**config.mk**
```make
export PLATFORM = sky130hd
export DESIGN_NAME = tone_synth_voice
export DESIGN_NICKNAME = d
export VERILOG_FILES = /design/src/rtl/tone_synth_voice.sv
export SDC_FILE = /design/constraint.sdc
export NUM_CORES = 1
export LEC_CHECK = 0
export CAP_MARGIN = 5
export CORE_UTILIZATION = 45
export DETAILED_ROUTE_END_ITERATION = 10
export PLACE_DENSITY = 0.74
export RECOVER_POWER = 25
export SLEW_MARGIN = 20
export SYNTH_ARGS = -nofsm -noshare
export SYNTH_HDL_FRONTEND = slang
export SYNTH_SLANG_ARGS = --single-unit
```
**constraint.sdc**
```tcl
create_clock -name clk -period 4.9 [get_ports clk]
set_input_delay 0.735 -clock clk [delete_from_list [all_inputs] [get_ports clk]]
set_output_delay 0.735 -clock clk [all_outputs]
set_load 0.01 [all_outputs]
```
**src/rtl/tone_synth_voice.sv**
```systemverilog
// Single-voice square-wave tone synthesiser: one-pulse keys pick a note divider,
// stepped volume, timed hold then halving decay, registered stereo samples.
module tone_synth_voice #(
   parameter int NUM_KEYS  = 3,
   parameter int DIV_W     = 22,
   parameter int HOLD_CYC  = 25000000,
   parameter int DECAY_CYC = 2500000,
   parameter int VOL_RST   = 10
) (
   input  logic                      clk,
   input  logic                      rst_n,
   input  logic [NUM_KEYS-1:0]       key_pulse,
   input  logic [NUM_KEYS*DIV_W-1:0] key_div,
   input  logic                      vol_up,
   input  logic                      vol_dn,
   output logic [15:0]               audio_left,
   output logic [15:0]               audio_right,
   output logic [3:0]                vol_idx,
   output logic [3:0]                cur_key,
   output logic                      playing
);
   // state | meaning
   // IDLE  | silent, waiting for a key with a non-zero divider
   // PLAY  | full amplitude for HOLD_CYC cycles
   // DECAY | amplitude halves every DECAY_CYC cycles until it reaches zero
   typedef enum logic [1:0] {IDLE, PLAY, DECAY} state_t;

   localparam int HOLD_W = $clog2(HOLD_CYC + 1);
   localparam int DEC_W  = $clog2(DECAY_CYC + 1);

   state_t             state;
   logic [DIV_W-1:0]   div_lat;
   logic [DIV_W-1:0]   phase_cnt;
   logic               phase;
   logic [HOLD_W-1:0]  hold_cnt;
   logic [DEC_W-1:0]   dec_cnt;
   logic [3:0]         shift;

   logic               key_hit;
   logic [3:0]         key_sel;
   logic [DIV_W-1:0]   div_sel;
   logic [15:0]        amp;
   logic [15:0]        sample;

   // Descending scan so the lowest-index pulsed key with a usable divider wins.
   always_comb begin
      key_hit = 1'b0;
      key_sel = '0;
      div_sel = '0;
      for (int i = NUM_KEYS - 1; i >= 0; i--) begin
         if (key_pulse[i] && (key_div[i*DIV_W +: DIV_W] != '0)) begin
            key_hit = 1'b1;
            key_sel = 4'(i);
            div_sel = key_div[i*DIV_W +: DIV_W];
         end
      end
   end

   assign amp    = (16'd1 << vol_idx) >> shift;
   assign sample = phase ? (16'd0 - amp) : amp;

   always_ff @(posedge clk or negedge rst_n) begin
      if (!rst_n) begin
         vol_idx <= 4'(VOL_RST);
      end else if (vol_up && !vol_dn && (vol_idx != 4'd14)) begin
         vol_idx <= vol_idx + 4'd1;
      end else if (vol_dn && !vol_up && (vol_idx != 4'd0)) begin
         vol_idx <= vol_idx - 4'd1;
      end
   end

   always_ff @(posedge clk or negedge rst_n) begin
      if (!rst_n) begin
         state       <= IDLE;
         playing     <= 1'b0;
         cur_key     <= '0;
         div_lat     <= '0;
         phase_cnt   <= '0;
         phase       <= 1'b0;
         hold_cnt    <= '0;
         dec_cnt     <= '0;
         shift       <= '0;
         audio_left  <= '0;
         audio_right <= '0;
      end else begin
         audio_left  <= (state == IDLE) ? 16'd0 : sample;
         audio_right <= (state == IDLE) ? 16'd0 : sample;

         if (state != IDLE) begin
            if (phase_cnt == div_lat - DIV_W'(1)) begin
               phase_cnt <= '0;
               phase     <= ~phase;
            end else begin
               phase_cnt <= phase_cnt + DIV_W'(1);
            end
         end

         if (key_hit) begin
            state     <= PLAY;
            playing   <= 1'b1;
            div_lat   <= div_sel;
            cur_key   <= key_sel;
            phase_cnt <= '0;
            phase     <= 1'b0;
            hold_cnt  <= '0;
            dec_cnt   <= '0;
            shift     <= '0;
         end else begin
            case (state)
               PLAY: begin
                  if (hold_cnt == HOLD_W'(HOLD_CYC - 1)) begin
                     state   <= DECAY;
                     dec_cnt <= '0;
                  end else begin
                     hold_cnt <= hold_cnt + HOLD_W'(1);
                  end
               end
               DECAY: begin
                  if (dec_cnt == DEC_W'(DECAY_CYC - 1)) begin
                     dec_cnt <= '0;
                     // shift+1 > vol_idx means the next step would shift the amplitude to zero
                     if (shift >= vol_idx) begin
                        state   <= IDLE;
                        playing <= 1'b0;
                        cur_key <= '0;
                     end else begin
                        shift <= shift + 4'd1;
                     end
                  end else begin
                     dec_cnt <= dec_cnt + DEC_W'(1);
                  end
               end
               default: ;
            endcase
         end
      end
   end
endmodule

```
Yosys cells after proc, flatten, opt, wreduce, memory -nomap -nowiden
Cells that the tools add are included.
{"block": "classes", "addsub": 8, "order_cmp": 1, "n_eq_ne": 11, "n_shift": 2, "n_mux": 43, "bitwise": 1, "reduce_logical": 29}
{"operator": "22-bit two-way mux", "n": 9}
{"operator": "25-bit two-way mux", "n": 3}
{"operator": "22-bit nonzero test", "n": 3}
{"operator": "22-bit by 1-bit adder with 22-bit output (second input constant)", "n": 2}
{"operator": "4-bit two-way mux", "n": 11}
{"operator": "22-bit one-hot mux with 2 select lines", "n": 1}
{"operator": "16-bit two-way mux", "n": 2}
{"operator": "25-bit by 1-bit adder with 25-bit output (second input constant)", "n": 1}
{"operator": "25-bit equality test (second input constant)", "n": 1}
{"operator": "22-bit equality test", "n": 1}
{"operator": "22-bit equality test (second input constant)", "n": 1}
{"operator": "22-bit by 1-bit subtractor with 22-bit output (second input constant)", "n": 1}
{"operator": "2-bit nonzero test", "n": 8}
{"operator": "1-bit by 4-bit left shift with 16-bit output (first input constant)", "n": 1}
{"operator": "16-bit by 4-bit >> shifter with 16-bit output", "n": 1}
{"operator": "1-bit by 16-bit subtractor with 16-bit output (first input constant)", "n": 1}
{"operator": "2-bit two-way mux", "n": 6}
{"operator": "1-bit two-way mux", "n": 10}
{"operator": "3-bit inequality test (second input constant)", "n": 3}
{"operator": "4-bit by 1-bit adder with 4-bit output (second input constant)", "n": 2}
{"operator": "1-bit logical AND", "n": 7}
{"operator": "2-bit AND reduction", "n": 3}
{"operator": "3-bit AND reduction", "n": 2}
{"operator": "4-bit greater-or-equal comparator", "n": 1}
{"operator": "other kinds (12)", "n": 14}
{"block": "totals", "reg_bits": 123, "in_bits": 73, "output_inout_bits": 41, "elab_cells": 106}

Depth between registers and ports, before layout
Gate-level depths: netlist of run 1.
{"block": "logic_depth", "ltp_word": 7, "ltp_mapped": 13, "depth_no_buf": 10}

Least setup slack after synthesis of run 1
Ideal clock, no wire load.
{"block": "synth_path", "kind": "in2reg", "startpoint": "input key_div[29]", "endpoint": "register dec_cnt[12]", "setup_ns": 0.076, "arrival_time_ns": 2.942, "t_required_ns": 4.824, "slack_ns": 1.881, "stages": 7, "path_buffers": 1, "path_cell_list": "or4_1 -> o41ai_4 -> nand3_1 -> or3_1 -> clkbuf_1 -> or3_1 -> o21ai_1"}
{"block": "synth_between", "elab_chain_cells": 6, "elab_cells_between_ends": 8, "classes_between": "eq/ne: 1; mux: 3; reduce/logical: 4"}
{"item": "start, declared", "line": "13", "text": "input logic [NUM_KEYS*DIV_W-1:0] key_div,"}
{"item": "22-bit nonzero test (*)", "line": "51", "text": "if (key_pulse[i] && (key_div[i*DIV_W +: DIV_W] != '0)) begin"}
{"item": "1-bit logical AND (*)", "line": "51"}
{"item": "1-bit two-way mux (*) (2 in a row)", "line": "51"}
{"item": "3-bit inequality test (no source line) or 3-bit nonzero test (tied branches)"}
{"item": "2-bit AND reduction (no source line)"}
{"item": "end signal, assigned", "line": "130", "text": "dec_cnt <= dec_cnt + DEC_W'(1);"}
{"item": "end, declared", "line": "36", "text": "logic [DEC_W-1:0] dec_cnt;"}
Every way passes the cells marked *; elsewhere a longest branch is shown, timed or not.
A chain may end at the register's enable or synchronous reset.

Final worst setup path of run 1
{"block": "layout_path", "startpoint": "input key_div[23]", "endpoint": "register dec_cnt[12]"}
Same word-level chain as after synthesis.

==> flow_summary.html, run 1 <==
<table>
<tr><th>Metric</th><th>Value</th></tr>
<tr><th colspan="2">Status</th></tr>
<tr><td>Result of the run</td><td>finished, violations left</td></tr>
<tr><td>Failing checks</td><td>capacitance limit, slew limit</td></tr>
<tr><th colspan="2">Critical path</th></tr>
<tr><td>Required arrival time at the worst endpoint</td><td>5.24 ns</td></tr>
<tr><td>Reg2Reg Capture Point</td><td>phase_cnt[16]$_DFFE_PN0P_</td></tr>
<tr><td>Data arrival, critical path</td><td>3.94 ns</td></tr>
<tr><td>Capturing element type of the critical path</td><td>flip-flop</td></tr>
<tr><td>Internal reg-to-reg setup slack</td><td>1.59 ns</td></tr>
<tr><td>Largest fanout on the critical path</td><td>19</td></tr>
<tr><td>Critical Path End</td><td>dec_cnt[12]$_DFFE_PN0P_</td></tr>
<tr><td>Crit path from</td><td>key_div[23]</td></tr>
<tr><td>Depth of the most critical reg-to-reg path</td><td>11</td></tr>
<tr><td>Launching element type of the critical path</td><td>primary input</td></tr>
<tr><td>Launch instance of the worst register-to-register path</td><td>div_lat[0]$_DFFE_PN0N_</td></tr>
<tr><td>Crit Path Class</td><td>primary input to flip-flop</td></tr>
<tr><th colspan="2">Power</th></tr>
<tr><td>Pwr dens</td><td>346 nW/um^2</td></tr>
<tr><td>VDD IR-drop max</td><td>0.259 mV</td></tr>
<tr><td>Static leakage</td><td>0.00357 uW</td></tr>
<tr><th colspan="2">Timing</th></tr>
<tr><td>Final Hold Violating Endpoints</td><td>0</td></tr>
<tr><td>Setup TNS after final layout</td><td>0 ns</td></tr>
<tr><td>Clock period minus final worst setup slack</td><td>3.59 ns</td></tr>
<tr><td>Clock Skew</td><td>0.0115 ns</td></tr>
<tr><td>Highest clock frequency the design can meet</td><td>278 MHz</td></tr>
<tr><td>Portion of the clock cycle consumed by the worst path in the final layout</td><td>0.733</td></tr>
<tr><td>Endpoints failing setup</td><td>0</td></tr>
<tr><td>Pin slew with the least headroom to its limit</td><td>2.28 ns</td></tr>
<tr><td>Setup repair after global routing missed its margin</td><td>false</td></tr>
<tr><td>Worst slew slack as a fraction of its limit</td><td>-0.523</td></tr>
<tr><td>Total count of max-transition violations in the final report</td><td>45</td></tr>
<tr><th colspan="2">CTS</th></tr>
<tr><td>TritonCTS sink count</td><td>121</td></tr>
<tr><td>CTS H-Tree Depth</td><td>4</td></tr>
<tr><td>Number of clock buffers inserted by TritonCTS</td><td>17</td></tr>
<tr><td>Clock Latency Late Sink</td><td>0.42 ns</td></tr>
<tr><td>Count of hold-fix buffers inserted at cts</td><td>0</td></tr>
<tr><td>Setup Fix Bufs, Post-CTS</td><td>0</td></tr>
<tr><td>Clock root cell</td><td>clkbuf_16</td></tr>
<tr><td>Max Root-Sink Buffers</td><td>2</td></tr>
<tr><td>Reg clk slew, reported paths</td><td>0.05 ns</td></tr>
<tr><td>Post-cts resize count</td><td>0</td></tr>
<tr><td>TritonCTS clock tree</td><td>done</td></tr>
<tr><th colspan="2">Final layout</th></tr>
<tr><td>Syn-to-layout area delta</td><td>22.1%</td></tr>
<tr><td>Nets</td><td>1067</td></tr>
<tr><td>Post-route cell area</td><td>9510 um^2</td></tr>
<tr><td>Fraction of final layout cells sized beyond drive strength 1</td><td>0.0585</td></tr>
<tr><td>N_diodes</td><td>0</td></tr>
<tr><td>Final cell count without fillers</td><td>1212</td></tr>
<tr><td>Post-layout utilization of the core</td><td>0.567</td></tr>
<tr><th colspan="2">Place</th></tr>
<tr><td>Global placement routability congestion</td><td>0.914</td></tr>
<tr><td>Placed Instances</td><td>1181</td></tr>
<tr><td>Post-detail-place hpwl</td><td>14500 um</td></tr>
<tr><td>Number of I/O port buffers</td><td>111</td></tr>
<tr><td>Instance area after placement</td><td>8940 um^2</td></tr>
<tr><th colspan="2">Drt</th></tr>
<tr><td>Number of vias in the routed layout</td><td>6975</td></tr>
<tr><td>Residual DRC count</td><td>0</td></tr>
<tr><td>Violation count after the first detailed-routing iteration</td><td>462</td></tr>
<tr><td>Detailed Routing Iterations Pass 1</td><td>4</td></tr>
<tr><td>Routed wire per std cell</td><td>16.4 um</td></tr>
<tr><td>Vias/cell</td><td>5.75</td></tr>
<tr><td>Total wirelength of the detailed-routed design</td><td>19900 um</td></tr>
<tr><td>Antenna-violating nets left</td><td>0</td></tr>
<tr><th colspan="2">Synth</th></tr>
<tr><td>Fraction of the mapped netlist area in simple logic gates</td><td>0.256</td></tr>
<tr><td>Area share of the largest cell type after synthesis</td><td>0.382</td></tr>
<tr><td>Synthesis Warnings</td><td>0</td></tr>
<tr><td>Largest family of logic cells by synthesized area</td><td>simple AND/OR/NAND/NOR gates</td></tr>
<tr><td>Post-synthesis instance area</td><td>7790 um^2</td></tr>
<tr><td>Compound-Gate Fraction of Synth Area</td><td>0.164</td></tr>
<tr><td>Adder-cell area share of the yosys netlist</td><td>0.0218</td></tr>
<tr><td>Largest cells by area after synthesis</td><td>dfrtp_1 38%, xnor2_1 6.6%, nor2_1 5.0%</td></tr>
<tr><td>Post-synthesis area per instance</td><td>8.61 um^2</td></tr>
<tr><td>Proportion of register bits with asynchronous set or reset after synthesis</td><td>1.00</td></tr>
<tr><td>Post-synth top cells</td><td>119 x dfrtp_1, 104 x nor2_1, 59 x nand2_1, 59 x xnor2_1, 56 x a21oi_1</td></tr>
<tr><td>Number of unique standard cell types used by synthesis</td><td>74</td></tr>
<tr><td>XOR/XNOR share of the synthesized area</td><td>0.100</td></tr>
<tr><td>Post-synth EDFFs</td><td>0</td></tr>
<tr><td>Synth area leader</td><td>dfrtp_1</td></tr>
<tr><td>Most frequently used cell type in the post-synthesis netlist</td><td>dfrtp_1</td></tr>
<tr><td>Most instantiated flip-flop cell in the synthesis netlist</td><td>dfrtp_1</td></tr>
<tr><td>Number of synthesized register bits</td><td>121</td></tr>
<tr><td>Sequential share of the synthesized area</td><td>0.389</td></tr>
<tr><td>Proportion of synthesized area in mux cells</td><td>0.00916</td></tr>
<tr><td>Number of instances in the synthesized netlist</td><td>905</td></tr>
<tr><th colspan="2">Floorplanning</th></tr>
<tr><td>Floorplan die width</td><td>134 um</td></tr>
<tr><td>Vertical extent of the die</td><td>134 um</td></tr>
<tr><td>Overall die area</td><td>17800 um^2</td></tr>
<tr><td>Number of cell rows</td><td>47</td></tr>
<tr><td>Total I/O pin count</td><td>114</td></tr>
<tr><td>Core region area</td><td>16800 um^2</td></tr>
<tr><td>Initial core utilization</td><td>0.465</td></tr>
<tr><th colspan="2">Flow run</th></tr>
<tr><td>Max capacitance violation total</td><td>1</td></tr>
<tr><th colspan="2">GRT</th></tr>
<tr><td>Number of global-route vias before repair</td><td>6614</td></tr>
<tr><td>Grt total ovfl</td><td>0</td></tr>
<tr><td>Maximum number of pins on one net before global-route repair</td><td>78</td></tr>
<tr><td>Initial antenna violation count</td><td>0</td></tr>
<tr><td>Global-route wire length before repair</td><td>33200 um</td></tr>
<tr><td>Overall Global Routing Usage</td><td>0.232</td></tr>
<tr><th colspan="2">Hold path</th></tr>
<tr><td>Depth of the worst hold-timing path</td><td>1</td></tr>
<tr><td>Path category of the worst min-delay check</td><td>flip-flop to flip-flop</td></tr>
</table>
[report_power, final]
part	leakage [uW]	switching [uW]	internal (uW)
clock	0.000271	422	758
combinational	0.00170	470	430
sequential	0.00160	132	1080
[per-layer routing]
metal,GRT usage,vias up,share of wire
li1,-,3428,-
met1,0.327,3326,0.47
met2,0.360,197,0.47
met3,0.0396,24,0.043
met4,0.0758,0,0.013
met5,0,-,0
[cell type report]
type	count	area, um^2
inverter	32	120
clock buffer	28	517
fill	1494	7250
tap	220	275
sequential	121	3030
clock inverter	2	35.0
timing repair buffer	124	1220
multi-input combinational	685	4310
[metrics by stage]
step	total power (uW)	hold slack, ns	worst slack, ns
floorplan	1770	0.439	1.88
global placement	2090	0.483	0.864
detailed placement	2120	0.490	0.843
CTS	3310	0.409	1.26
global route	3460	0.552	1.09
finish	3290	0.501	1.31
[state kept, by name, summed over array words and instances (netlist names), 2 cells and up]
register,count
shift,4
phase_cnt,22
cur_key,2
div_lat,22
audio_right,16
state,2
hold_cnt,25
vol_idx,4
dec_cnt,22
[logic make-up after synthesis]
family | after synthesis
AOI/OAI and AO/OA | 200
DFF | 121
and+or+nand+nor | 374
other | 1
xor gates and xnor gates | 89
muxes | 7
adders and majority gates | 13
buffers and inverters | 100
[worst min path at each step]
stage	from	to	slack [ns]
floorplan	rst_n	audio_right[0]$_DFF_PN0_	0.44
global placement	dec_cnt[2]$_DFFE_PN0P_	dec_cnt[2]$_DFFE_PN0P_	0.48
detailed placement	dec_cnt[2]$_DFFE_PN0P_	dec_cnt[2]$_DFFE_PN0P_	0.49
CTS	rst_n	phase_cnt[11]$_DFFE_PN0P_	0.41
global route	cur_key[0]$_DFFE_PN0P_	cur_key[0]$_DFFE_PN0P_	0.55
finish	cur_key[0]$_DFFE_PN0P_	cur_key[0]$_DFFE_PN0P_	0.50
[worst max-delay path, cell delays in order]
cell and delay (ns):
clkdlybuf4s50_1 0.42, nor4_1 0.50, nand4_1 0.22, o41ai_4 0.58, nand3_2 0.43, or3_1 0.59, or3_1 0.37, o21ai_1 0.08
[cell usage in the layout, fill, tap and decap left out, types with 4 or more instances in the layout]
cell,instances
a21o_1,4
a22o_1,4
ha_1,12
clkdlybuf4s50_1,110
o22ai_1,48
clkbuf_8,5
a211oi_1,4
nor4b_1,9
a31oi_1,6
clkbuf_1,8
nand2_1,59
nor2_1,104
inv_1,32
nor3b_1,6
clkbuf_16,17
xnor2_1,59
xor2_1,30
and3_1,17
nand2b_1,10
o21ai_0,37
or3_1,16
nor3_1,23
dfrtp_1,119
or4_1,10
buf_4,10
o41ai_1,4
nor4_1,27
nand4_1,23
mux2i_1,6
a21oi_1,56
nand3_1,26
nor2b_1,14
No activity file was read; power rests on OpenSTA's default activity.
==> inputs of run 2 (changes only) <==
Settings changed: PLACE_DENSITY 0.74 to 0.77.
Clock period 4.9 ns to 3.3 ns, I/O delays scaled along.
==> run 2 against run 1 <==
Against the previous run: the flow still finishes with violations (capacitance limit, slew limit); worst hold slack improved by 0.0068 ns; final cell count up 2.5%; routed wire length grew 3.7%; sequential power rose by 42%; critical endpoint is now phase_cnt[18]$_DFFE_PN0P_; design area grew 3.4%; combinational power grew 63%; flip-flop and latch count did not move.
==> flow_summary.html, run 2 (same netlist as run 1, synthesis figures left out) <==
<table>
<tr><th>Metric</th><th>Value</th></tr>
<tr><th colspan="2">Status</th></tr>
<tr><td>Result of the run</td><td>finished, violations left</td></tr>
<tr><td>Failing checks</td><td>capacitance limit, slew limit</td></tr>
<tr><th colspan="2">Floorplanning</th></tr>
<tr><td>Vertical extent of the die</td><td>134 um (unchanged)</td></tr>
<tr><td>Floorplan die width</td><td>134 um (unchanged)</td></tr>
<tr><td>Core region area</td><td>16800 um^2 (unchanged)</td></tr>
<tr><td>Overall die area</td><td>17800 um^2 (unchanged)</td></tr>
<tr><td>Number of cell rows</td><td>47 (unchanged)</td></tr>
<tr><td>Initial core utilization</td><td>0.465 (unchanged)</td></tr>
<tr><td>Total I/O pin count</td><td>114 (unchanged)</td></tr>
<tr><th colspan="2">Place</th></tr>
<tr><td>Number of I/O port buffers</td><td>111 (unchanged)</td></tr>
<tr><td>Global placement routability congestion</td><td>0.930 (+1.7%)</td></tr>
<tr><td>Instance area after placement</td><td>9170 um^2 (+2.6%)</td></tr>
<tr><td>Post-detail-place hpwl</td><td>15200 um (+4.7%)</td></tr>
<tr><td>Placement Setup Slack</td><td>0.00670 ns (-0.836 ns)</td></tr>
<tr><th colspan="2">GRT</th></tr>
<tr><td>Met1 Use GR</td><td>0.320 (-0.00671)</td></tr>
<tr><td>GRT met3 Usage</td><td>0.0544 (+0.0148)</td></tr>
<tr><td>Overall Global Routing Usage</td><td>0.240 (+0.00813)</td></tr>
<tr><td>Maximum number of pins on one net before global-route repair</td><td>83 (+6.4%)</td></tr>
<tr><td>GRT Max-Usage Layer</td><td>met2</td></tr>
<tr><td>Grt total ovfl</td><td>0 (unchanged)</td></tr>
<tr><td>Initial antenna violation count</td><td>1 (+1)</td></tr>
<tr><td>Met2 global-route usage</td><td>0.372 (+0.0119)</td></tr>
<tr><td>Global-route wire length before repair</td><td>34100 um (+2.9%)</td></tr>
<tr><td>Number of global-route vias before repair</td><td>6856 (+3.7%)</td></tr>
<tr><th colspan="2">Timing</th></tr>
<tr><td>Setup repair after global routing missed its margin</td><td>false</td></tr>
<tr><td>Clock Skew</td><td>0.0105 ns (-0.00108 ns)</td></tr>
<tr><td>Clock period minus final worst setup slack</td><td>3.02 ns</td></tr>
<tr><td>Worst slew slack as a fraction of its limit</td><td>-0.345 (+0.178)</td></tr>
<tr><td>Total count of max-transition violations in the final report</td><td>83 (+84%)</td></tr>
<tr><td>Pin slew with the least headroom to its limit</td><td>2.02 ns (-0.267 ns)</td></tr>
<tr><td>Hold Slack</td><td>0.508 ns (+0.00684 ns)</td></tr>
<tr><td>Setup TNS after final layout</td><td>0 ns (unchanged)</td></tr>
<tr><td>Slack of the critical path</td><td>0.276 ns (-1.03 ns)</td></tr>
<tr><td>Highest clock frequency the design can meet</td><td>331 MHz</td></tr>
<tr><td>Endpoints failing setup</td><td>0 (unchanged)</td></tr>
<tr><td>Final Hold Violating Endpoints</td><td>0 (unchanged)</td></tr>
<tr><td>Portion of the clock cycle consumed by the worst path in the final layout</td><td>0.916</td></tr>
<tr><th colspan="2">CTS</th></tr>
<tr><td>Clock Latency Late Sink</td><td>0.42 ns (about the same)</td></tr>
<tr><td>Setup Fix Bufs, Post-CTS</td><td>0 (unchanged)</td></tr>
<tr><td>Count of hold-fix buffers inserted at cts</td><td>0 (unchanged)</td></tr>
<tr><td>TritonCTS clock tree</td><td>done</td></tr>
<tr><td>Max Root-Sink Buffers</td><td>2 (unchanged)</td></tr>
<tr><td>Post-cts resize count</td><td>0 (unchanged)</td></tr>
<tr><td>TritonCTS sink count</td><td>121 (unchanged)</td></tr>
<tr><td>Clock root cell</td><td>clkbuf_16</td></tr>
<tr><td>Number of clock buffers inserted by TritonCTS</td><td>17 (unchanged)</td></tr>
<tr><td>Reg clk slew, reported paths</td><td>0.06 ns (about the same)</td></tr>
<tr><td>CTS H-Tree Depth</td><td>4 (unchanged)</td></tr>
<tr><th colspan="2">Drt</th></tr>
<tr><td>Violation count after the first detailed-routing iteration</td><td>594 (+29%)</td></tr>
<tr><td>Antenna-violating nets left</td><td>0 (unchanged)</td></tr>
<tr><td>Detailed Routing Iterations Pass 1</td><td>7 (+3)</td></tr>
<tr><td>Routed wire per std cell</td><td>16.6 um (+1.2%)</td></tr>
<tr><td>Total wirelength of the detailed-routed design</td><td>20700 um (+3.7%)</td></tr>
<tr><td>Vias/cell</td><td>5.81 (+0.87%)</td></tr>
<tr><td>Number of vias in the routed layout</td><td>7210 (+3.4%)</td></tr>
<tr><td>Residual DRC count</td><td>0 (unchanged)</td></tr>
<tr><th colspan="2">Critical path</th></tr>
<tr><td>Crit Path Class</td><td>flip-flop to flip-flop</td></tr>
<tr><td>Data arrival, critical path</td><td>3.36 ns (-0.58 ns)</td></tr>
<tr><td>Required arrival time at the worst endpoint</td><td>3.64 ns (-1.60 ns)</td></tr>
<tr><td>Reg2Reg Capture Point</td><td>phase_cnt[18]$_DFFE_PN0P_</td></tr>
<tr><td>Crit-path max cell delay</td><td>0.65 ns (+0.06 ns)</td></tr>
<tr><td>Largest fanout on the critical path</td><td>20 (+1)</td></tr>
<tr><td>Buffering stage count on the worst path with inverters included</td><td>2 (+1)</td></tr>
<tr><td>Logic depth of the worst setup path including buffers</td><td>11 (+3)</td></tr>
<tr><td>Crit path from</td><td>div_lat[1]$_DFFE_PN0N_</td></tr>
<tr><td>Launch instance of the worst register-to-register path</td><td>div_lat[1]$_DFFE_PN0N_</td></tr>
<tr><td>CP max-delay cell</td><td>or4b_2</td></tr>
<tr><td>Capturing element type of the critical path</td><td>flip-flop</td></tr>
<tr><td>Internal reg-to-reg setup slack</td><td>0.28 ns (-1.31 ns)</td></tr>
<tr><td>Launching element type of the critical path</td><td>flip-flop</td></tr>
<tr><td>Worst path cell trace</td><td>inv_1 -&gt; ha_1 -&gt; or4b_2 -&gt; nor3_2 -&gt; mux2_1 -&gt; a221oi_1 -&gt; a2111oi_2 -&gt; nand4_1 -&gt; o21ai_2 -&gt; buf_12 -&gt; nor2_1</td></tr>
<tr><td>Critical path's top delay family</td><td>simple AND/OR/NAND/NOR gates</td></tr>
<tr><td>Critical Path End</td><td>phase_cnt[18]$_DFFE_PN0P_</td></tr>
<tr><td>Depth of the most critical reg-to-reg path</td><td>11 (unchanged)</td></tr>
<tr><th colspan="2">Final layout</th></tr>
<tr><td>Register ranked first by flip-flop count</td><td>hold_cnt</td></tr>
<tr><td>Fraction of final layout cells sized beyond drive strength 1</td><td>0.0911 (+0.0326)</td></tr>
<tr><td>Flip-flop count of the largest register after layout</td><td>25 (unchanged)</td></tr>
<tr><td>Syn-to-layout area delta</td><td>26.2%</td></tr>
<tr><td>Fill cell instance count of the final layout</td><td>1451 (-2.9%)</td></tr>
<tr><td>Most used cells in the layout excluding fill and tap cells</td><td>119 x dfrtp_1, 110 x clkdlybuf4s50_1, 104 x nor2_1, 59 x nand2_1, 59 x xnor2_1</td></tr>
<tr><td>Post-route cell area</td><td>9830 um^2 (+3.4%)</td></tr>
<tr><td>Commonest non-fill, non-tap cell in the layout</td><td>dfrtp_1</td></tr>
<tr><td>Nets</td><td>1094 (+2.5%)</td></tr>
<tr><td>Post-layout utilization of the core</td><td>0.586 (+0.0190)</td></tr>
<tr><th colspan="2">Power</th></tr>
<tr><td>VDD IR-drop max</td><td>0.395 mV (+52%)</td></tr>
<tr><td>Switching power</td><td>1560 uW (+52%)</td></tr>
<tr><td>Cell-internal power</td><td>3670 uW (+62%)</td></tr>
<tr><td>Clock share of power</td><td>0.391 (+0.032)</td></tr>
<tr><td>Share of total power in sequential cells</td><td>0.328 (-0.040)</td></tr>
<tr><td>Pwr dens</td><td>532 nW/um^2 (+54%)</td></tr>
<tr><td>Switching power share of the total</td><td>0.298 (-0.0135)</td></tr>
<tr><td>Combinational Power Share</td><td>0.280 (+0.006)</td></tr>
<tr><td>Static leakage</td><td>0.00376 uW (+5.2%)</td></tr>
<tr><th colspan="2">Hold path</th></tr>
<tr><td>Path category of the worst min-delay check</td><td>flip-flop to flip-flop</td></tr>
<tr><th colspan="2">Flow run</th></tr>
<tr><td>Max capacitance violation total</td><td>1 (unchanged)</td></tr>
</table>
run 2: worst min-delay path by stage:
stage | slack (ns) | end | cells after the start | startpoint
3_3_place_gp | 0.48 | cur_key[1]$_DFFE_PN0P_ | 1 | cur_key[1]$_DFFE_PN0P_
4_1_cts | 0.28 | phase_cnt[11]$_DFFE_PN0P_ | 1 | rst_n
2_1_floorplan | 0.20 | audio_right[0]$_DFF_PN0_ | 0 | rst_n
3_5_place_dp | 0.49 | cur_key[0]$_DFFE_PN0P_ | 1 | cur_key[0]$_DFFE_PN0P_
5_1_grt | 0.54 | dec_cnt[3]$_DFFE_PN0P_ | 1 | dec_cnt[3]$_DFFE_PN0P_
6_report | 0.51 | cur_key[0]$_DFFE_PN0P_ | 1 | cur_key[0]$_DFFE_PN0P_
run 2: power groups by stage:
stage	combinational (uW)	sequential [uW]	clock, uW
final	1470	1720	2050
after global routing	1610	1740	2130
after CTS	1460	1720	2080
after detailed placement	1450	1740	0
after global placement	1440	1740	0
after floorplan	892	1740	0
run 2: layout make-up:
cell class	count	area [um^2]	share of cell area
diodes	1	2.50	0.000255
repair buffers	151	1430	0.146
flip-flops and latches	121	3030	0.308
well taps	220	275	0.0280
multi-input cells	685	4320	0.439
clock buffers	26	519	0.0528
inverters	32	120	0.0122
clock inverters	6	133	0.0135
run 2: worst reg2reg max path: stages, from the launching register on:
cell	delay, ns
dfrtp_1	0.37
inv_1	0.06
ha_1	0.25
or4b_2	0.65
nor3_2	0.24
mux2_1	0.37
a221oi_1	0.32
a2111oi_2	0.09
nand4_1	0.20
o21ai_2	0.10
buf_12	0.16
nor2_1	0.14
run 2: per-stage QoR:
stage	power, uW	cells
6_report	5230	1242
5_1_grt	5480	1242
4_1_cts	5250	1241
3_5_place_dp	3200	1209
3_3_place_gp	3180	1209
2_1_floorplan	2630	906
run 2: layer usage:
layer  share of wire  vias to the layer above
li1                -                     3468
met1            0.45                     3446
met2            0.46                      240
met3           0.054                       56
met4           0.031                        0
met5               0                        -
==> inputs of run 3 (changes only) <==
Settings changed: CELL_PAD_IN_SITES_DETAIL_PLACEMENT set to 1, CELL_PAD_IN_SITES_GLOBAL_PLACEMENT set to 1, CORE_UTILIZATION 45 to 38, PLACE_DENSITY 0.77 to 0.84.
==> run 3 against run 2 <==
Against the previous run: the run still ends with capacitance limit, slew limit left; sequential share of layout area did not move; largest power group unchanged; global-route usage down 0.30 points; maximum frequency is 3.4% lower; critical path depth shrank 1; clock power decreased by 14%; routed wire length increased by 17%; worst hold slack worse by 0.0026 ns.
==> flow_summary.html, run 3 (same netlist as run 1, synthesis figures left out) <==
<table>
<tr><th>Metric</th><th>Value</th></tr>
<tr><th colspan="2">Status</th></tr>
<tr><td>Result of the run</td><td>finished, violations left</td></tr>
<tr><td>Failing checks</td><td>capacitance limit, slew limit</td></tr>
<tr><th colspan="2">Critical path</th></tr>
<tr><td>Capturing element type of the critical path</td><td>flip-flop</td></tr>
<tr><td>Internal reg-to-reg setup slack</td><td>0.17 ns (-0.11 ns)</td></tr>
<tr><td>Required arrival time at the worst endpoint</td><td>3.65 ns (about the same)</td></tr>
<tr><td>Launching element type of the critical path</td><td>flip-flop</td></tr>
<tr><td>Worst path cell trace</td><td>buf_4 -&gt; or4_1 -&gt; nor4b_2 -&gt; a31oi_1 -&gt; or2_1 -&gt; a2111oi_2 -&gt; nand4_1 -&gt; buf_4 -&gt; or3_1 -&gt; a21oi_1</td></tr>
<tr><td>Largest fanout on the critical path</td><td>7 (-65%)</td></tr>
<tr><td>Crit Path Class</td><td>flip-flop to flip-flop</td></tr>
<tr><td>Data arrival, critical path</td><td>3.48 ns (+0.12 ns)</td></tr>
<tr><td>Cell seen most often among critical-path stages</td><td>buf_4</td></tr>
<tr><td>CP max-delay cell</td><td>or4_1</td></tr>
<tr><td>Buffering stage count on the worst path with inverters included</td><td>2 (unchanged)</td></tr>
<tr><td>Crit-path max cell delay</td><td>0.67 ns (+0.02 ns)</td></tr>
<tr><td>Critical path's top delay family</td><td>simple AND/OR/NAND/NOR gates</td></tr>
<tr><th colspan="2">Hold path</th></tr>
<tr><td>Path category of the worst min-delay check</td><td>flip-flop to flip-flop</td></tr>
<tr><th colspan="2">Final layout</th></tr>
<tr><td>Post-layout utilization of the core</td><td>0.487 (-0.0991)</td></tr>
<tr><td>N_diodes</td><td>0 (-1)</td></tr>
<tr><td>Fill cell instance count of the final layout</td><td>2358 (+63%)</td></tr>
<tr><td>Fraction of final layout cells sized beyond drive strength 1</td><td>0.0922 (+0.00116)</td></tr>
<tr><td>Nets</td><td>1093 (-0.091%)</td></tr>
<tr><td>Most used cells in the layout excluding fill and tap cells</td><td>119 x dfrtp_1, 110 x clkdlybuf4s50_1, 104 x nor2_1, 59 x nand2_1, 59 x xnor2_1</td></tr>
<tr><td>Register ranked first by flip-flop count</td><td>hold_cnt</td></tr>
<tr><td>Final cell count without fillers</td><td>1289 (+3.8%)</td></tr>
<tr><td>Post-route cell area</td><td>9830 um^2 (unchanged)</td></tr>
<tr><td>Flip-flop count of the largest register after layout</td><td>25 (unchanged)</td></tr>
<tr><td>Syn-to-layout area delta</td><td>26.2% (unchanged)</td></tr>
<tr><td>Commonest non-fill, non-tap cell in the layout</td><td>dfrtp_1</td></tr>
<tr><th colspan="2">Power</th></tr>
<tr><td>Switching power share of the total</td><td>0.322 (+0.0239)</td></tr>
<tr><td>Pwr dens</td><td>514 nW/um^2 (-3.4%)</td></tr>
<tr><td>Clock share of power</td><td>0.351 (-0.040)</td></tr>
<tr><td>Static leakage</td><td>0.00372 uW (-0.96%)</td></tr>
<tr><td>Share of total power in sequential cells</td><td>0.345 (+0.017)</td></tr>
<tr><td>Combinational Power Share</td><td>0.304 (+0.024)</td></tr>
<tr><td>VDD IR-drop max</td><td>0.270 mV (-32%)</td></tr>
<tr><td>Power Total</td><td>5050 uW (-3.4%)</td></tr>
<tr><td>Switching power</td><td>1630 uW (+4.3%)</td></tr>
<tr><td>Cell-internal power</td><td>3430 uW (-6.7%)</td></tr>
<tr><th colspan="2">Floorplanning</th></tr>
<tr><td>Total I/O pin count</td><td>114 (unchanged)</td></tr>
<tr><td>Core region area</td><td>20200 um^2 (+20%)</td></tr>
<tr><td>Overall die area</td><td>21100 um^2 (+18%)</td></tr>
<tr><td>Initial core utilization</td><td>0.386 (-0.0786)</td></tr>
<tr><td>Floorplan die width</td><td>145 um (+8.7%)</td></tr>
<tr><td>Number of cell rows</td><td>52 (+11%)</td></tr>
<tr><td>Vertical extent of the die</td><td>145 um (+8.7%)</td></tr>
<tr><th colspan="2">Drt</th></tr>
<tr><td>Length of routed met2 wiring</td><td>12200 um (+28%)</td></tr>
<tr><td>Met1 Wirelength</td><td>10800 um (+15%)</td></tr>
<tr><td>Metal3 WL</td><td>726 um (-35%)</td></tr>
<tr><td>Residual DRC count</td><td>0 (unchanged)</td></tr>
<tr><td>Top routing layer used</td><td>met4</td></tr>
<tr><td>Violation count after the first detailed-routing iteration</td><td>527 (-11%)</td></tr>
<tr><td>Routed wire per std cell</td><td>18.8 um (+13%)</td></tr>
<tr><td>Detailed Routing Iterations Pass 1</td><td>5 (-2)</td></tr>
<tr><td>Number of vias in the routed layout</td><td>7352 (+2.0%)</td></tr>
<tr><td>Vias/cell</td><td>5.70 (-1.7%)</td></tr>
<tr><td>Antenna-violating nets left</td><td>0 (unchanged)</td></tr>
<tr><td>Total wirelength of the detailed-routed design</td><td>24200 um (+17%)</td></tr>
<tr><th colspan="2">Timing</th></tr>
<tr><td>Clock period minus final worst setup slack</td><td>3.13 ns (+0.106 ns)</td></tr>
<tr><td>Endpoints failing setup</td><td>0 (unchanged)</td></tr>
<tr><td>Setup repair after global routing missed its margin</td><td>false</td></tr>
<tr><td>Clock Skew</td><td>0.00693 ns (-0.00353 ns)</td></tr>
<tr><td>Setup TNS after final layout</td><td>0 ns (unchanged)</td></tr>
<tr><td>Total count of max-transition violations in the final report</td><td>51 (-39%)</td></tr>
<tr><td>Portion of the clock cycle consumed by the worst path in the final layout</td><td>0.948 (+0.0322)</td></tr>
<tr><td>Pin slew with the least headroom to its limit</td><td>2.82 ns (+0.806 ns)</td></tr>
<tr><td>Highest clock frequency the design can meet</td><td>320 MHz (-3.4%)</td></tr>
<tr><td>Final Hold Violating Endpoints</td><td>0 (unchanged)</td></tr>
<tr><td>Worst slew slack as a fraction of its limit</td><td>-0.882 (-0.537)</td></tr>
<tr><th colspan="2">Place</th></tr>
<tr><td>Post-detail-place hpwl</td><td>17800 um (+17%)</td></tr>
<tr><td>Placed Instances</td><td>1258 (+4.1%)</td></tr>
<tr><td>Number of I/O port buffers</td><td>111 (unchanged)</td></tr>
<tr><td>Global placement routability congestion</td><td>0.890 (-4.2%)</td></tr>
<tr><td>Instance area after placement</td><td>9250 um^2 (+0.87%)</td></tr>
<tr><th colspan="2">CTS</th></tr>
<tr><td>Clock Latency Late Sink</td><td>0.43 ns (about the same)</td></tr>
<tr><td>Count of hold-fix buffers inserted at cts</td><td>0 (unchanged)</td></tr>
<tr><td>Number of clock buffers inserted by TritonCTS</td><td>17 (unchanged)</td></tr>
<tr><td>CTS H-Tree Depth</td><td>4 (unchanged)</td></tr>
<tr><td>Reg clk slew, reported paths</td><td>0.06 ns (about the same)</td></tr>
<tr><td>Post-cts resize count</td><td>0 (unchanged)</td></tr>
<tr><td>TritonCTS clock tree</td><td>done</td></tr>
<tr><td>Max Root-Sink Buffers</td><td>2 (unchanged)</td></tr>
<tr><td>TritonCTS sink count</td><td>121 (unchanged)</td></tr>
<tr><td>Clock root cell</td><td>clkbuf_16</td></tr>
<tr><td>Setup Fix Bufs, Post-CTS</td><td>0 (unchanged)</td></tr>
<tr><th colspan="2">GRT</th></tr>
<tr><td>Overall Global Routing Usage</td><td>0.237 (-0.00303)</td></tr>
<tr><td>Global-route wire length before repair</td><td>40000 um (+17%)</td></tr>
<tr><td>Maximum number of pins on one net before global-route repair</td><td>59 (-29%)</td></tr>
<tr><td>Initial antenna violation count</td><td>0 (-1)</td></tr>
<tr><td>Number of global-route vias before repair</td><td>7612 (+11%)</td></tr>
<tr><td>Grt total ovfl</td><td>0 (unchanged)</td></tr>
<tr><th colspan="2">Flow run</th></tr>
<tr><td>Max capacitance violation total</td><td>1 (unchanged)</td></tr>
</table>
-- run 3: cell count changes in the layout (fill, tap and decap cells not counted), sizes merged --
cell	previous run	this run
bufinv	4	1
diode	1	0
buf	40	38
clkbuf	27	25
clkinv	1	5
clkinvlp	1	2
-- run 3: layout make-up --
type,instances,area [um^2],share of cell area
multi-input cells,685,4340,0.441
flip-flops and latches,121,3030,0.308
repair buffers,150,1450,0.147
clock buffers,23,488,0.0496
well taps,270,338,0.0344
inverters,32,120,0.0122
clock inverters,8,70.1,0.00713
-- run 3: worst paths after layout --
path                                              from                   endpoint  cells after the start
worst max-delay path            div_lat[1]$_DFFE_PN0N_          phase$_DFFE_PN0P_                     10
worst min-delay path            dec_cnt[2]$_DFFE_PN0P_     dec_cnt[2]$_DFFE_PN0P_                      1
worst max register to register  div_lat[1]$_DFFE_PN0N_          phase$_DFFE_PN0P_                     10
worst min register to register  dec_cnt[2]$_DFFE_PN0P_     dec_cnt[2]$_DFFE_PN0P_                      1
max in group asynchronous                        rst_n   audio_right[3]$_DFF_PN0_                      1
min in group asynchronous                        rst_n  phase_cnt[11]$_DFFE_PN0P_                      1
-- run 3: stage by stage --
| step | worst slack (ns) | hold slack, ns |
|---|---|---|
| after CTS | 0.152 | 0.120 |
| after global routing | 0.000954 | 0.529 |
| final | 0.170 | 0.506 |
| after global placement | 0.0127 | 0.486 |
| after floorplan | 0.363 | 0.199 |
| after detailed placement | -0.0622 | 0.498 |
-- run 3: power by group through the flow --
stage	clock [uW]	sequential (uW)	combinational, uW
after CTS	1800	1740	1540
after global placement	0	1750	1480
after floorplan	0	1740	892
after detailed placement	0	1760	1520
final	1770	1740	1540
after global routing	1860	1760	1680
-- run 3: routing by layer --
metal	vias up	track usage
li1	3473	-
met1	3707	0.302
met2	136	0.404
met3	36	0.0368
met4	0	0.0863
met5	-	0
==> patch 1 (config.mk and constraints of run 3) <==
Re-encode `state_t` (3 states) as one-hot, 3 bits wide.
--- a/src/rtl/tone_synth_voice.sv
+++ b/src/rtl/tone_synth_voice.sv
@@ -23,7 +23,7 @@
    // IDLE  | silent, waiting for a key with a non-zero divider
    // PLAY  | full amplitude for HOLD_CYC cycles
    // DECAY | amplitude halves every DECAY_CYC cycles until it reaches zero
-   typedef enum logic [1:0] {IDLE, PLAY, DECAY} state_t;
+   typedef enum logic [2:0] {IDLE = 3'b001, PLAY = 3'b010, DECAY = 3'b100} state_t;
 
    localparam int HOLD_W = $clog2(HOLD_CYC + 1);
    localparam int DEC_W  = $clog2(DECAY_CYC + 1);
Function: same outputs for any inputs over 4 cycles, from zero or initial values and one cycle with rst_n low; so few cycles prove little.
==> patch 1 against run 3 <==
The flow still finishes with violations (max-capacitance violations, max-slew violations). Routed wire length increased by 3.9%. Area after synthesis is 2.5% higher. Count of clock-buffer cells in the layout is 6 lower. Setup slack worse by 0.053 ns. Combinational power increased by 5%. Cell area rose by 2.7%. Power increased by 1.7%. Sequential cell count increased by 1. Critical path type unchanged. Critical endpoint unchanged. Largest power group unchanged.
==> patch 1: results (changes against run 3) <==
- GP Congestion: 0.903 (+1.4%)
- Sequential share of the synthesized area: 38.3% (-0.61 points)
- Max Cap Viol: 1 (unchanged)
- Worst-margin pin slew: 2.62 ns (-0.204 ns)
- Arrival time worst endpoint: 3.49 ns (about the same)
- Vias in the first global route: 7755 (+1.9%)
- CTS root buffer: clkbuf_16
- Fin crit period: 3.18 ns (+0.0526 ns)
- Vias/cell: 5.84 (+2.3%)
- HP Class: register to register
- First-pass iteration count of the detailed router: 5 (unchanged)
- Final instance area: 0.0101 mm^2 (+2.7%)
- Global-route wire length before repair: 41000 um (+2.7%)
- DR iter-0 viols: 440 (-17%)
- Crit path to: phase$_DFFE_PN0P_
- TritonCTS buffer count: 17 (unchanged)
- Max Clock Skew: 0.00917 ns (+0.00224 ns)
- Max reg flops: 25 (unchanged)
- Syn_area_per_cell: 8.72 um^2 (+1.4%)
- Post-DP Area: 0.00950 mm^2 (+2.7%)
- Met3 usage: 3.94% (+0.26 points)
- FILL cells: 2387 (+1.2%)
- Routed len/inst: 19.3 um (+2.7%)
- Tot GR Track Use: 23.9% (+0.18 points)
- Hold Path Sink: playing$_DFFE_PN0P_
- Slowest stage delay, CP: 0.60 ns (-0.07 ns)
- Failing checks: max-capacitance violations, max-slew violations
- Synth top area cells: dfrtp_1 37%, xnor2_1 5.8%, xor2_1 4.8%, nor2_1 4.1%, o22ai_1 3.7%
- Pin count of the biggest net entering global routing: 58 (-1.7%)
- Worst Path Max Fanout: 6 (-1)
- Syn. warnings: 0 (unchanged)
- Worst vdd ir: 0.388 mV (+44%)
- Reg2Reg Depth: 7 (-3)
- Cell total after placement: 1272 (+1.1%)
- Dpl hpwl: 18400 um (+3.5%)
- Yosys cell types: 71 (-4.1%)
- Ant diodes: 0 (unchanged)
- Status: complete, but fails checks
- Vias after detailed routing: 7610 (+3.5%)
- Hold path start: playing$_DFFE_PN0P_
- Synth cell count leaders: 119 x dfrtp_1, 88 x nor2_1, 60 x nand2_1, 53 x xnor2_1, 47 x o22ai_1
- FF-to-FF Start: div_lat[0]$_DFFE_PN0N_
- Worst reg-to-reg setup slack: 0.12 ns (-0.05 ns)
- CP Class: register to register
- GR Layer Usage met1: 32.2% (+2.0 points)
- Final Slew Violations: 44 (-14%)
- Post-Place Worst Slack: -0.000568 ns (+0.0616 ns)
- Grt met2 use: 38.9% (-1.5 points)
- Final nets: 1107 (+1.3%)
- Fraction of layout cells with a size suffix above 1: 10.3% (+1.0 points)
- Final hold slack: 0.502 ns (-0.00345 ns)
- Lkg Pwr: 3.89 nW (+4.5%)
-- patch 1: cell types whose count changed after synthesis, moves of 5 or more --
cell      before  now
nor2_1       104   88
nor4bb_1       0    6
nand3_1       27   42
o21ai_0       37   23
xnor2_1       59   53
nor4_1        27   34
inv_1         32   17
xor2_1        30   44
a21oi_1       56   46
nor2b_1       14    4
or3_1         16   10
nor3_1        23   45
buf_1          0    5
nand4_1       23   29
-- patch 1: per-layer routing --
layer	part of all wire [%]	wire, um
met1	46	11600
met2	48	12100
met3	3.8	956
met4	2.0	503
met5	0	0
-- patch 1: what timing repair did --
action / 4_1_cts / 5_1_grt
setup endpoints to repair: 8 / 26
buffers inserted: 0 / 0
pin swaps: 0 / 0
resized for setup: 2 / 5
-- patch 1: layout make-up --
type | count | share of cell area, %
inverters | 17 | 0.632
multi-input cells | 708 | 45.6
clock inverters | 15 | 1.29
flip-flops and latches | 122 | 30.3
repair buffers | 155 | 14.6
clock buffers | 17 | 4.22
well taps | 270 | 3.35
-- patch 1: logic make-up (layout without fill, tap and decap cells) --
| group | Yosys count | after routing | share of synthesized area, % |
|---|---|---|---|
| xor gates and xnor gates | 97 | 97 | 10.6 |
| DFF | 122 | 122 | 38.3 |
| adders and majority gates | 13 | 13 | 2.13 |
| AOI/OAI and AO/OA | 184 | 184 | 15.0 |
| and+or+nand+nor | 401 | 401 | 27.4 |
| muxes | 11 | 11 | 1.41 |
| other | 1 | 2 | 0.0470 |
| buffers and inverters | 86 | 204 | 5.05 |
-- patch 1: where the power goes --
| group | internal [mW] | leakage, nW | switching [mW] |
|---|---|---|---|
| clock | 0.989 | 0.277 | 0.787 |
| sequential | 1.61 | 1.61 | 0.139 |
| combinational | 0.747 | 2.00 | 0.861 |
==> patch 2 (config.mk and constraints of run 3) <==
Without the edit above. The parameter `DIV_W` goes from 22 to 18.
--- a/src/rtl/tone_synth_voice.sv
+++ b/src/rtl/tone_synth_voice.sv
@@ -2,7 +2,7 @@
 // stepped volume, timed hold then halving decay, registered stereo samples.
 module tone_synth_voice #(
    parameter int NUM_KEYS  = 3,
-   parameter int DIV_W     = 22,
+   parameter int DIV_W     = 18,
    parameter int HOLD_CYC  = 25000000,
    parameter int DECAY_CYC = 2500000,
    parameter int VOL_RST   = 10
Ports: changed (resized key_div); port bits go from 114 to 102. No check against the original RTL was run, so the function may have changed too.
==> patch 2 against run 3 <==
The run still ends with max-capacitance violations, max-slew violations left. Clock skew hardly changed. Routed wire length decreased by 2.5%. Non-clock buffer count shrank 16. Power up 4.5%. Clock power rose by 18%. Cell count shrank 4.9%. Cell area down 4.4%. Area after synthesis decreased by 4.8%. Sequential cell count down 8. Core utilization increased by 0.98 points. Setup slack worse by 0.030 ns. Critical endpoint unchanged.
==> patch 2: results (changes against run 3) <==
- GP Congestion: 0.879 (-1.2%)
- Inverters: 19 (-41%)
- Initial antenna violation count: 1 (+1)
- XOR/XNOR Fraction of Synth Area: 9.21% (-0.80 points)
- Cell total after placement: 1193 (-5.2%)
- #FFs+latches synth: 113 (-6.6%)
- Switching part of the total power: 31.3% (-0.84 points)
- WL met2: 11700 um (-3.4%)
- Dpl hpwl: 17200 um (-3.6%)
- Multi-input gate area: 0.00423 mm^2 (-2.5%)
- Clock network area share: 7.06% (+1.4 points)
- Pin count of the biggest net entering global routing: 75 (+27%)
- Mux cell area share after synthesis: 0.405% (-0.51 points)
- Ant diodes: 1 (+1)
- Die Wd: 142 um (-2.4%)
- Post-synthesis adder-cell area fraction: 2.29% (+0.11 points)
- Routed len/inst: 19.2 um (+2.5%)
- Synth cell count leaders: 111 x dfrtp_1, 105 x nor2_1, 70 x nand2_1, 49 x o21ai_0, 41 x clkbuf_1
- Compound-gate portion of the synthesized area: 17.9% (+1.5 points)
- Clock buffers: 22 (-4.3%)
- Post-DP Area: 0.00871 mm^2 (-5.8%)
- GR Layer Usage met1: 30.7% (+0.52 points)
- Wl on met1: 10500 um (-2.8%)
- Final nets: 1026 (-6.1%)
- Sequential share of the synthesized area: 38.2% (-0.74 points)
- Yosys cell types: 75 (+1.4%)
- Final Slew Violations: 40 (-22%)
- FILL cells: 2221 (-5.8%)
- Syn_area_per_cell: 8.61 um^2 (about the same)
- Met3 Wirelength: 784 um (+8.0%)
- Vias in the first global route: 7288 (-4.3%)
- Arrival time worst endpoint: 3.51 ns (+0.03 ns)
- Status: complete, but fails checks
- Tot GR Track Use: 24.4% (+0.68 points)
- Max Cap Viol: 1 (unchanged)
- Fraction of layout cells with a size suffix above 1: 9.12% (-0.11 points)
- Synth top area cells: dfrtp_1 37%, nor2_1 5.3%, xnor2_1 4.6%, xor2_1 4.6%, nand2_1 3.5%
- NonClk Buf Share: 13.5% (-1.2 points)
- Slowest stage delay, CP: 0.60 ns (-0.07 ns)
- Synthesis-to-layout area growth: 26.6%
- Failing checks: max-capacitance violations, max-slew violations
- Lkg Pwr: 3.67 nW (-1.5%)
-- patch 2: cell types whose count changed after synthesis, moves of 8 or more --
cell,delta
a21oi_1,-33
a22oi_1,+29
dfrtp_1,-8
inv_1,-13
nand2_1,+11
nor4_1,-9
o21ai_0,+12
o22ai_1,-43
o31ai_1,+9
xnor2_1,-20
xor2_1,+9
-- patch 2: path summary, 6_finish.rpt --
check | slack [ns] | start | to | depth (start not counted)
max reg2reg | 0.14 | div_lat[0]$_DFFE_PN0N_ | phase$_DFFE_PN0P_ | 9
min reg2reg | 0.49 | playing$_DFFE_PN0P_ | playing$_DFFE_PN0P_ | 2
min | 0.49 | playing$_DFFE_PN0P_ | playing$_DFFE_PN0P_ | 2
max in group asynchronous | 1.19 | rst_n | dec_cnt[8]$_DFFE_PN0P_ | 1
max | 0.14 | div_lat[0]$_DFFE_PN0N_ | phase$_DFFE_PN0P_ | 9
min in group asynchronous | 0.77 | rst_n | hold_cnt[12]$_DFFE_PN0P_ | 1
